`src/rtl/alu_arbiter.sv`:
```
// Round-robin arbiter sharing one combinational ALU between two requesters.
// Each operation runs IDLE (accept) -> EXEC (ALU driven) -> RESP (hold result until accepted).
module alu_arbiter #(
   parameter int unsigned W    = 8,
   parameter int unsigned CNTW = 16
) (
   input  logic            clk,
   input  logic            rst_n,
   input  logic [1:0]      req_valid,
   output logic [1:0]      req_ready,
   input  logic [2*W-1:0]  req_a,
   input  logic [2*W-1:0]  req_b,
   input  logic [5:0]      req_s,
   output logic [1:0]      rsp_valid,
   input  logic [1:0]      rsp_ready,
   output logic [W-1:0]    rsp_r,
   output logic [W-1:0]    alu_a,
   output logic [W-1:0]    alu_b,
   output logic [2:0]      alu_s,
   input  logic [W-1:0]    alu_r,
   output logic            busy,
   output logic [CNTW-1:0] ops_done
);

   typedef enum logic [1:0] {IDLE, EXEC, RESP} state_t;

   state_t state, state_nxt;
   logic   ptr;
   logic   owner;
   logic   winner;
   logic   accept;
   logic   done;

   // A lone requester always wins; the pointer only breaks ties.
   always_comb begin
      winner = 1'b0;
      case (req_valid)
         2'b01:   winner = 1'b0;
         2'b10:   winner = 1'b1;
         2'b11:   winner = ptr;
         default: winner = 1'b0;
      endcase
   end

   always_comb begin
      state_nxt = state;
      req_ready = '0;
      accept    = 1'b0;
      done      = 1'b0;
      case (state)
         IDLE: begin
            // Grant is suppressed while reset is held so nothing looks accepted.
            if (rst_n && (|req_valid)) begin
               req_ready[winner] = 1'b1;
               accept            = 1'b1;
               state_nxt         = EXEC;
            end
         end
         EXEC: state_nxt = RESP;
         RESP: begin
            if (rsp_ready[owner]) begin
               done      = 1'b1;
               state_nxt = IDLE;
            end
         end
         default: state_nxt = IDLE;
      endcase
   end

   assign rsp_valid = (state == RESP) ? (owner ? 2'b10 : 2'b01) : 2'b00;
   assign busy      = (state != IDLE);

   // The ALU inputs are the operand registers themselves, so they hold outside EXEC.
   always_ff @(posedge clk) begin
      if (!rst_n) begin
         state    <= IDLE;
         ptr      <= 1'b0;
         owner    <= 1'b0;
         alu_a    <= '0;
         alu_b    <= '0;
         alu_s    <= '0;
         rsp_r    <= '0;
         ops_done <= '0;
      end else begin
         state <= state_nxt;
         if (accept) begin
            owner <= winner;
            alu_a <= winner ? req_a[2*W-1:W] : req_a[W-1:0];
            alu_b <= winner ? req_b[2*W-1:W] : req_b[W-1:0];
            alu_s <= winner ? req_s[5:3]     : req_s[2:0];
         end
         if (state == EXEC) begin
            rsp_r <= alu_r;
         end
         if (done) begin
            ptr      <= ~owner;
            ops_done <= ops_done + CNTW'(1);
         end
      end
   end

endmodule

```
`config.mk`:
```
export PLATFORM = sky130hd
export DESIGN_NAME = alu_arbiter
export DESIGN_NICKNAME = d
export VERILOG_FILES = /design/src/rtl/alu_arbiter.sv
export SDC_FILE = /design/constraint.sdc
export NUM_CORES = 1
export LEC_CHECK = 0
export ABC_AREA = 1
export CAP_MARGIN = 20
export CORE_MARGIN = 8
export CORE_UTILIZATION = 47
export CTS_BUF_LIST = sky130_fd_sc_hd__clkbuf_2 sky130_fd_sc_hd__clkbuf_4 sky130_fd_sc_hd__clkbuf_8
export DETAILED_ROUTE_END_ITERATION = 12
export GPL_TIMING_DRIVEN = 0
export HOLD_SLACK_MARGIN = 0.02
export PLACE_DENSITY_LB_ADDON = 0.25
export SYNTH_ARGS = -nofsm -noshare
export SYNTH_HDL_FRONTEND = slang
export SYNTH_SLANG_ARGS = --single-unit
export TNS_END_PERCENT = 30
```
`constraint.sdc`:
```
create_clock -name clk -period 4.11 [get_ports clk]
set_clock_uncertainty 0.1 [all_clocks]
set_input_delay 0.822 -clock clk [delete_from_list [all_inputs] [get_ports clk]]
set_output_delay 0.822 -clock clk [all_outputs]
set_load 0.05 [all_outputs]
```
* After elaboration in Yosys (flattened, before gate mapping)
Cells that the tools add are included.
** Word-level totals
- Register bits :: 47
- Input port bits :: 52
- Output and inout port bits :: 48
- Word-level logic and storage cells :: 44
** Cells by class
- Add/sub/neg operators :: 1
- $lt $le $gt $ge :: 3
- Equal/unequal tests :: 6
- Mux-type cells :: 19
- Bitwise logic cells :: 1
- Reductions and logical operators :: 6
** Operator list (number)
- $add A16 B1 Y16 const B :: 1
- $mux W8 :: 2
- $mux W2 :: 6
- $mux W1 :: 7
- $eq A2 B2 Y1 const B :: 3
- $pmux W2 S3 :: 1
- $lt A1 B2 Y1 const B :: 2
- $ne A2 B2 Y1 const B :: 2
- $mux W3 :: 1
- $eq A2 B1 Y1 const B :: 1
- $logic_and A1 B1 Y1 :: 2
- $logic_not A2 Y1 :: 1
- $pmux W1 S2 :: 1
- $reduce_and A2 Y1 :: 1
- $reduce_bool A2 Y1 :: 1
- $reduce_or A2 Y1 :: 1
- $demux W1 S1 :: 1
- $ge A1 B1 Y1 const B :: 1
- $not A1 Y1 :: 1

* Logic depth before layout (Yosys ltp)
Gate-level depths: netlist (run 1).
- Depth in word-level cells :: 8
- Mapped depth :: 9
- Depth with buffers taken out :: 9

* Least setup slack after synthesis (run 1)
No wires, ideal clock.
- Path kind :: input port to output port
- Start :: input req_valid[1]
- End :: output req_ready[1]
- Arrival :: 1875 ps
- Data required time :: 3188 ps
- Path slack :: 1313 ps
- Cell stages on the path :: 5
- Buffers on the path :: 1
- Cell sequence :: o21ai_1 nor2_4 inv_2 buf_2 nor2_1
** Between the ends
- Word-level cells in the longest chain between the ends :: 8
- Elaborated cells on any way between the ends :: 12
- Those cells by class :: order compare (2); eq/ne (2); mux (5); reduce/logical (3)
** RTL lines
- start, declared :: RTL line 9 : input logic [1:0] req_valid,
- $eq A2 B2 Y1 :: RTL line 37 : case (req_valid)
- $pmux W1 S2 :: RTL line 37
- $lt A1 B2 Y1 (not written as such) / $ge A1 B1 Y1 (equally long branches) :: RTL line 54 : req_ready[winner] = 1'b1;
- $logic_and A1 B1 Y1 (not written as such) :: RTL line 54
- $mux W1 (not written as such) :: RTL line 54
- $demux W1 S1 :: RTL line 54
- $mux W2 * :: RTL line 53 : if (rst_n && (|req_valid)) begin
- $mux W2 * :: RTL line 50 : case (state)
- end, declared :: RTL line 10 : output logic [1:0] req_ready,
Every way passes the cells marked *; elsewhere a longest branch is shown, timed or not.

* Final worst setup path (run 1)
- Start :: input rst_n
- End :: output req_ready[1]
** Between the ends
- Word-level cells in the longest chain between the ends :: 3
** RTL lines
- start, declared :: RTL line 8 : input logic rst_n,
- $logic_and A1 B1 Y1 :: RTL line 53
- $mux W2 :: RTL line 53
- $mux W2 :: RTL line 50
Every way passes these cells.

==> results.sh, run 1 <==
export IMPL_fin_nets=500
export IMPL_syn_area_um2=2320
export IMPL_antenna_found_initial=0
export IMPL_p_leak_nw=1.55
export IMPL_synth_top_cell_by_area="dfxtp_1"
export IMPL_holdWs_ns=0.367
export IMPL_crit_type="primary input to output port"
export IMPL_fin_crit_sh=0.896
export IMPL_critPathMaxFanout=10
export IMPL_p_switching_mw=0.348
export IMPL_seq_area_um2=941
export IMPL_clkSlewWorstSetupHoldPaths_ns=0.08
export IMPL_drc_errors=0
export IMPL_drive_gt1_frac=0.0982
export IMPL_drt_iter0_drc=96
export IMPL_cpPeakStageDelay_ns=0.82
export IMPL_avgSynthCellArea_um2=6.82
export IMPL_finalSetupTns_ns=0
export IMPL_cp_slowest_cell="clkdlybuf4s50_1"
export IMPL_maxSlewViolCount=0
export IMPL_fin_crit_ns=3.68
export IMPL_regToRegSetupSlack_ns=2.57
export IMPL_post_cts_buffers=0
export IMPL_multi_input_area_um2=1140
export IMPL_yosysWarnings=0
export IMPL_cp_top_family="buffers and inverters"
export IMPL_ctsHoldBuffers=0
export IMPL_cts_made_buffers=5
export IMPL_grt_total_usage=0.177
export IMPL_gp_congestion=0.847
export IMPL_power_density_nw_per_um2=338
export IMPL_synth_top_cells_by_count="89 x nand2_1, 47 x dfxtp_1, 42 x nor2_1"
export IMPL_grt_util_met2=0.313
export IMPL_hold_path_class="flop to flop"
export IMPL_wl_um=6500
export IMPL_clockPowerShare=0.341
export IMPL_nFillCells=392
export IMPL_coreArea_um2=4750
export IMPL_cts_sinks=47
export IMPL_combPwrFrac=0.246
export IMPL_die_h_um=86.3
export IMPL_via_count=2473
export IMPL_start_util=0.489
export IMPL_swShare=0.291
export IMPL_seq_power_share=0.413
export IMPL_path_common_cell="clkdlybuf4s50_1"
export IMPL_die_x_um=86.3
export IMPL_ys_seq_area_frac=0.405
export IMPL_end_kind="output port"
export IMPL_power_internal_mw=0.847
export IMPL_via_per_inst=4.80
export IMPL_whs_path_depth=2
export IMPL_hpwl_um=5140
export IMPL_grt_use_met3=0.0841
export IMPL_port_buffer_count=99
export IMPL_async_reset_ff_frac=0
export IMPL_wl_per_cell_um=12.6
export IMPL_syn_inst=341
export IMPL_ys_top_cells_by_area="dfxtp_1 40%, nand2_1 14%, nor2_1 6.8%"
export IMPL_num_io_pins=100
export IMPL_synth_edf_count=0
export IMPL_critical_path_buf_inv_count=4
export IMPL_grt_max_degree=15
export IMPL_ys_ff_latch=47
export IMPL_reg2reg_depth=8
export IMPL_max_vdd_ir_drop_mv=0.263
export IMPL_timing_rr_start="ops_done[0]"
export IMPL_clock_root_buffer="clkbuf_8"
export IMPL_htree_levels=2
export IMPL_synth_nets=394
export IMPL_grt_pass1_vias=2469
export IMPL_rsz0062_at_grt="no"
export IMPL_dieArea_um2=7450
export IMPL_reg2reg_to="ops_done[8]"
export IMPL_cp_arrival_ns=2.76
export IMPL_path_cells="clkdlybuf4s50_1 > o21ai_1 > nor2_4 > inv_2 > buf_2 > nor2_1 > clkdlybuf4s50_1"
export IMPL_min_delay_worst_endpoint="alu_s[2]"
export IMPL_status="finished, final reports clean"
export IMPL_grt_pass1_wl_um=10900
export IMPL_ant_nets=0
export IMPL_met1_usage=0.177
export IMPL_grt_overflow_total=0
export IMPL_busiest_layer="met2"
export IMPL_synth_most_common_cell="nand2_1"
export IMPL_clockBufferDepth=2
export IMPL_maxCapViolations=0
export IMPL_crit_required_ns=3.19
export IMPL_cts_tree="yes"
export IMPL_syn_to_final_growth_pct=52.1
export IMPL_max_clock_freq_mhz=272
export IMPL_startpoint_type="primary input"
export IMPL_drt_pass1_iter_count=4
export IMPL_ys_flop_type="dfxtp_1"
export IMPL_cts_resized=0
export IMPL_antennaDiodeCount=0
export IMPL_synthDistinctLibCells=32
export IMPL_worstHoldStart="alu_s[2]"
export IMPL_worst_pin_slew_ns=0.544
export IMPL_synth_top_area_share=0.405
export IMPL_hold_violations=0
export IMPL_rows=25
export IMPL_slew_headroom=0.636
export IMPL_clock_latency_ns=0.30
export IMPL_final_setup_viol_count=0
==> per-layer routing <==
layer | wire length, um | vias up
li1 | - | 1271
met4 | 137 | 0
met1 | 2620 | 1117
met2 | 3120 | 70
met3 | 626 | 15
met5 | 0 | -
==> how the worst max path moves through the flow <==
stage                         to  cells after the start         start
floorplan           req_ready[1]                      5  req_valid[1]
global placement    req_ready[0]                      6  req_valid[0]
global route        req_ready[1]                      7         rst_n
detailed placement  req_ready[1]                      7         rst_n
finish              req_ready[1]                      7         rst_n
CTS                 req_ready[1]                      7         rst_n
==> tightest hold or removal path, cell delays in order, from the launching register on <==
cell	delay, ns
dfxtp_1	0.31
nand2_1	0.06
a21oi_1	0.05
==> logic make-up (layout without fill, tap and decap cells) <==
logic type,count (synthesis),after routing,synth area share
DFF,47,47,0.405
AOI/OAI and AO/OA,64,64,0.147
adders and majority gates,1,1,0.00538
xor gates and xnor gates,2,2,0.00754
buffers and inverters,60,167,0.104
and+or+nand+nor,167,167,0.331
==> per-stage QoR <==
| stage | std cells | setup slack (ns) | area, um2 | utilization | total power [mW] |
|---|---|---|---|---|---|
| after floorplan | 341 | 1.31 | 2320 | - | 0.677 |
| after global placement | 507 | 0.453 | 3400 | 0.715 | 0.794 |
| after detailed placement | 507 | 0.418 | 3400 | 0.715 | 0.799 |
| after CTS | 515 | 0.419 | 3540 | 0.744 | 1.20 |
| after global routing | 515 | 0.318 | 3540 | 0.744 | 1.24 |
| final | 515 | 0.428 | 3540 | 0.744 | 1.19 |
==> flip-flops by register name, summed over array words and instances, names as in the netlist <==
name,cells
ops_done,16
alu_a,8
alu_b,8
rsp_r,8
alu_s,3
state,2
owner,1
ptr,1
==> cells in the final DEF, fill, tap and decap left out, drive strengths merged, types with 2 or more instances in the layout <==
cell | Yosys | routed
nand2 | 100 | 100
clkdlybuf4s50 | 0 | 99
nor2 | 49 | 49
dfxtp | 47 | 47
inv | 45 | 45
o21ai | 34 | 34
a21oi | 27 | 27
clkbuf | 4 | 10
nand3 | 8 | 8
buf | 8 | 8
nand4 | 4 | 4
nor3 | 4 | 4
clkinv | 3 | 3
a211oi | 3 | 3
bufinv | 0 | 2
==> power groups by stage <==
| stage | Clock (mW) | Combinational (mW) | Sequential (mW) |
|---|---|---|---|
| 2_1_floorplan | 0 | 0.101 | 0.577 |
| 3_3_place_gp | 0 | 0.292 | 0.502 |
| 3_5_place_dp | 0 | 0.295 | 0.504 |
| 4_1_cts | 0.407 | 0.296 | 0.493 |
| 5_1_grt | 0.426 | 0.318 | 0.497 |
| 6_report | 0.407 | 0.294 | 0.493 |
==> cell type report <==
type / count / share of cell area
multi-input combinational: 234 / 0.323
sequential: 47 / 0.266
timing repair buffer: 99 / 0.280
clock inverter: 2 / 0.0170
tap: 67 / 0.0237
clock buffer: 6 / 0.0216
buffer: 12 / 0.0170
inverter: 48 / 0.0517
Note: power is estimated with default switching activity, not from simulation.
==> run 2: changes to the inputs <==
--- a/config.mk
+++ b/config.mk
@@ -7,13 +7,13 @@
 export LEC_CHECK = 0
 export ABC_AREA = 1
 export CAP_MARGIN = 20
-export CORE_MARGIN = 8
 export CORE_UTILIZATION = 47
 export CTS_BUF_LIST = sky130_fd_sc_hd__clkbuf_2 sky130_fd_sc_hd__clkbuf_4 sky130_fd_sc_hd__clkbuf_8
 export DETAILED_ROUTE_END_ITERATION = 12
 export GPL_TIMING_DRIVEN = 0
 export HOLD_SLACK_MARGIN = 0.02
 export PLACE_DENSITY_LB_ADDON = 0.25
+export SLEW_MARGIN = 25
 export SYNTH_ARGS = -nofsm -noshare
 export SYNTH_HDL_FRONTEND = slang
 export SYNTH_SLANG_ARGS = --single-unit
==> results.sh, run 2 (synthesized netlist as in run 1, its figures left out) <==
export IMPL_status="finished, final reports clean"
export IMPL_hold_violations=0
export IMPL_wl_per_cell_um=11.1
export IMPL_largest_reg_flops=16
export IMPL_grt_pass1_vias=2326
export IMPL_drt_iter0_drc=101
export IMPL_fin_nets=500
export IMPL_drive_gt1_frac=0.0982
export IMPL_syn_to_final_growth_pct=50.1
export IMPL_ctsHoldBuffers=0
export IMPL_maxCapViolations=0
export IMPL_grt_total_usage=0.235
export IMPL_grt_max_degree=14
export IMPL_end_kind="output port"
export IMPL_final_common_cell="clkdlybuf4s50_1"
export IMPL_clock_root_buffer="clkbuf_8"
export IMPL_seq_area_um2=941
export IMPL_rows=25
export IMPL_die_x_um=72.3
export IMPL_clkSlewWorstSetupHoldPaths_ns=0.07
export IMPL_nFillCells=407
export IMPL_hold_path_class="flop to flop"
export IMPL_grt_overflow_total=0
export IMPL_cts_resized=0
export IMPL_post_cts_buffers=0
export IMPL_wl_um=5720
export IMPL_placed_area_um2=3400
export IMPL_dieArea_um2=5230
export IMPL_fin_crit_sh=0.889
export IMPL_critPathMaxFanout=10
export IMPL_top_register="ops_done"
export IMPL_clock_latency_ns=0.30
export IMPL_max_clock_freq_mhz=274
export IMPL_gp_congestion=0.828
export IMPL_multi_input_area_um2=1140
export IMPL_timing_rr_start="ops_done[0]"
export IMPL_cts_sinks=47
export IMPL_final_cell_area_um2=3490
export IMPL_cts_tree="yes"
export IMPL_start_util=0.489
export IMPL_drt_pass1_iter_count=4
export IMPL_grt_pass1_wl_um=9630
export IMPL_crit_start="req_valid[0]"
export IMPL_reg2reg_depth=8
export IMPL_num_io_pins=100
export IMPL_power_density_nw_per_um2=305
export IMPL_final_setup_viol_count=0
export IMPL_final_cell_mix="99 x clkdlybuf4s50_1, 89 x nand2_1, 47 x dfxtp_1"
export IMPL_ant_nets=0
export IMPL_via_per_inst=4.76
export IMPL_max_vdd_ir_drop_mv=0.212
export IMPL_p_leak_nw=1.53
export IMPL_reg2reg_to="ops_done[8]"
export IMPL_regToRegSetupSlack_ns=2.59
export IMPL_crit_type="primary input to output port"
export IMPL_drc_errors=0
export IMPL_cts_made_buffers=5
export IMPL_cp_arrival_ns=2.73
export IMPL_whs_path_depth=2
export IMPL_crit_required_ns=3.19
export IMPL_via_count=2451
export IMPL_hpwl_um=4420
export IMPL_rsz0062_at_grt="no"
export IMPL_worst_pin_slew_ns=0.552
export IMPL_slew_headroom=0.631
export IMPL_maxSlewViolCount=0
export IMPL_antenna_found_initial=0
export IMPL_htree_levels=2
export IMPL_crit_path_end="req_ready[0]"
export IMPL_die_h_um=72.3
export IMPL_port_buffer_count=99
export IMPL_startpoint_type="primary input"
export IMPL_finalSetupTns_ns=0
export IMPL_fin_crit_ns=3.65
export IMPL_antennaDiodeCount=0
export IMPL_coreArea_um2=4750
export IMPL_clockBufferDepth=2
-- run 2: per-stage QoR --
step / utilization / worst slack, ns / std cells / power [mW] / hold slack, ns
2_1_floorplan: - / 1.31 / 341 / 0.677 / 0.385
4_1_cts: 0.734 / 0.454 / 515 / 1.08 / 0.369
3_5_place_dp: 0.715 / 0.452 / 507 / 0.797 / 0.358
3_3_place_gp: 0.715 / 0.462 / 507 / 0.793 / 0.353
6_report: 0.734 / 0.458 / 515 / 1.06 / 0.366
5_1_grt: 0.734 / 0.370 / 515 / 1.11 / 0.378
-- run 2: routing by layer --
layer | track usage | vias to the layer above | share of wire | wire [um]
met2 | 0.404 | 74 | 0.49 | 2780
met5 | 0 | - | 0 | 0
met1 | 0.260 | 1089 | 0.42 | 2410
met3 | 0.0778 | 14 | 0.063 | 362
li1 | - | 1274 | - | -
met4 | 0.113 | 0 | 0.029 | 167
-- run 2: how the worst min path moves through the flow --
| stage | slack (ns) | start | end |
|---|---|---|---|
| after global placement | 0.35 | alu_a[5] | alu_a[5] |
| after detailed placement | 0.36 | alu_a[6] | alu_a[6] |
| final | 0.37 | alu_a[4] | alu_a[4] |
| after CTS | 0.37 | alu_b[6] | alu_b[6] |
| after global routing | 0.38 | alu_b[6] | alu_b[6] |
| after floorplan | 0.38 | ptr | ptr |
-- run 2: cell type report --
type / instances / area share
Multi-Input combinational cell: 234 / 0.327
Timing Repair Buffer: 99 / 0.284
Sequential cell: 47 / 0.270
Inverter: 48 / 0.0524
Clock buffer: 7 / 0.0240
Tap cell: 67 / 0.0240
Buffer: 12 / 0.0172
Clock inverter: 1 / 0.00143
-- run 2: where the power goes --
group          switching, mW  total, mW  internal, mW  leakage, nW
sequential            0.0145      0.494         0.480        0.383
combinational          0.175      0.292         0.117         1.09
clock                  0.146      0.279         0.133       0.0491
-- run 2: worst max-delay path, stage by stage --
cell and delay, ns:
clkdlybuf4s50_1 0.48, inv_1 0.05, o21ai_2 0.17, buf_4 0.20
and2_1 0.17, clkdlybuf4s50_1 0.84
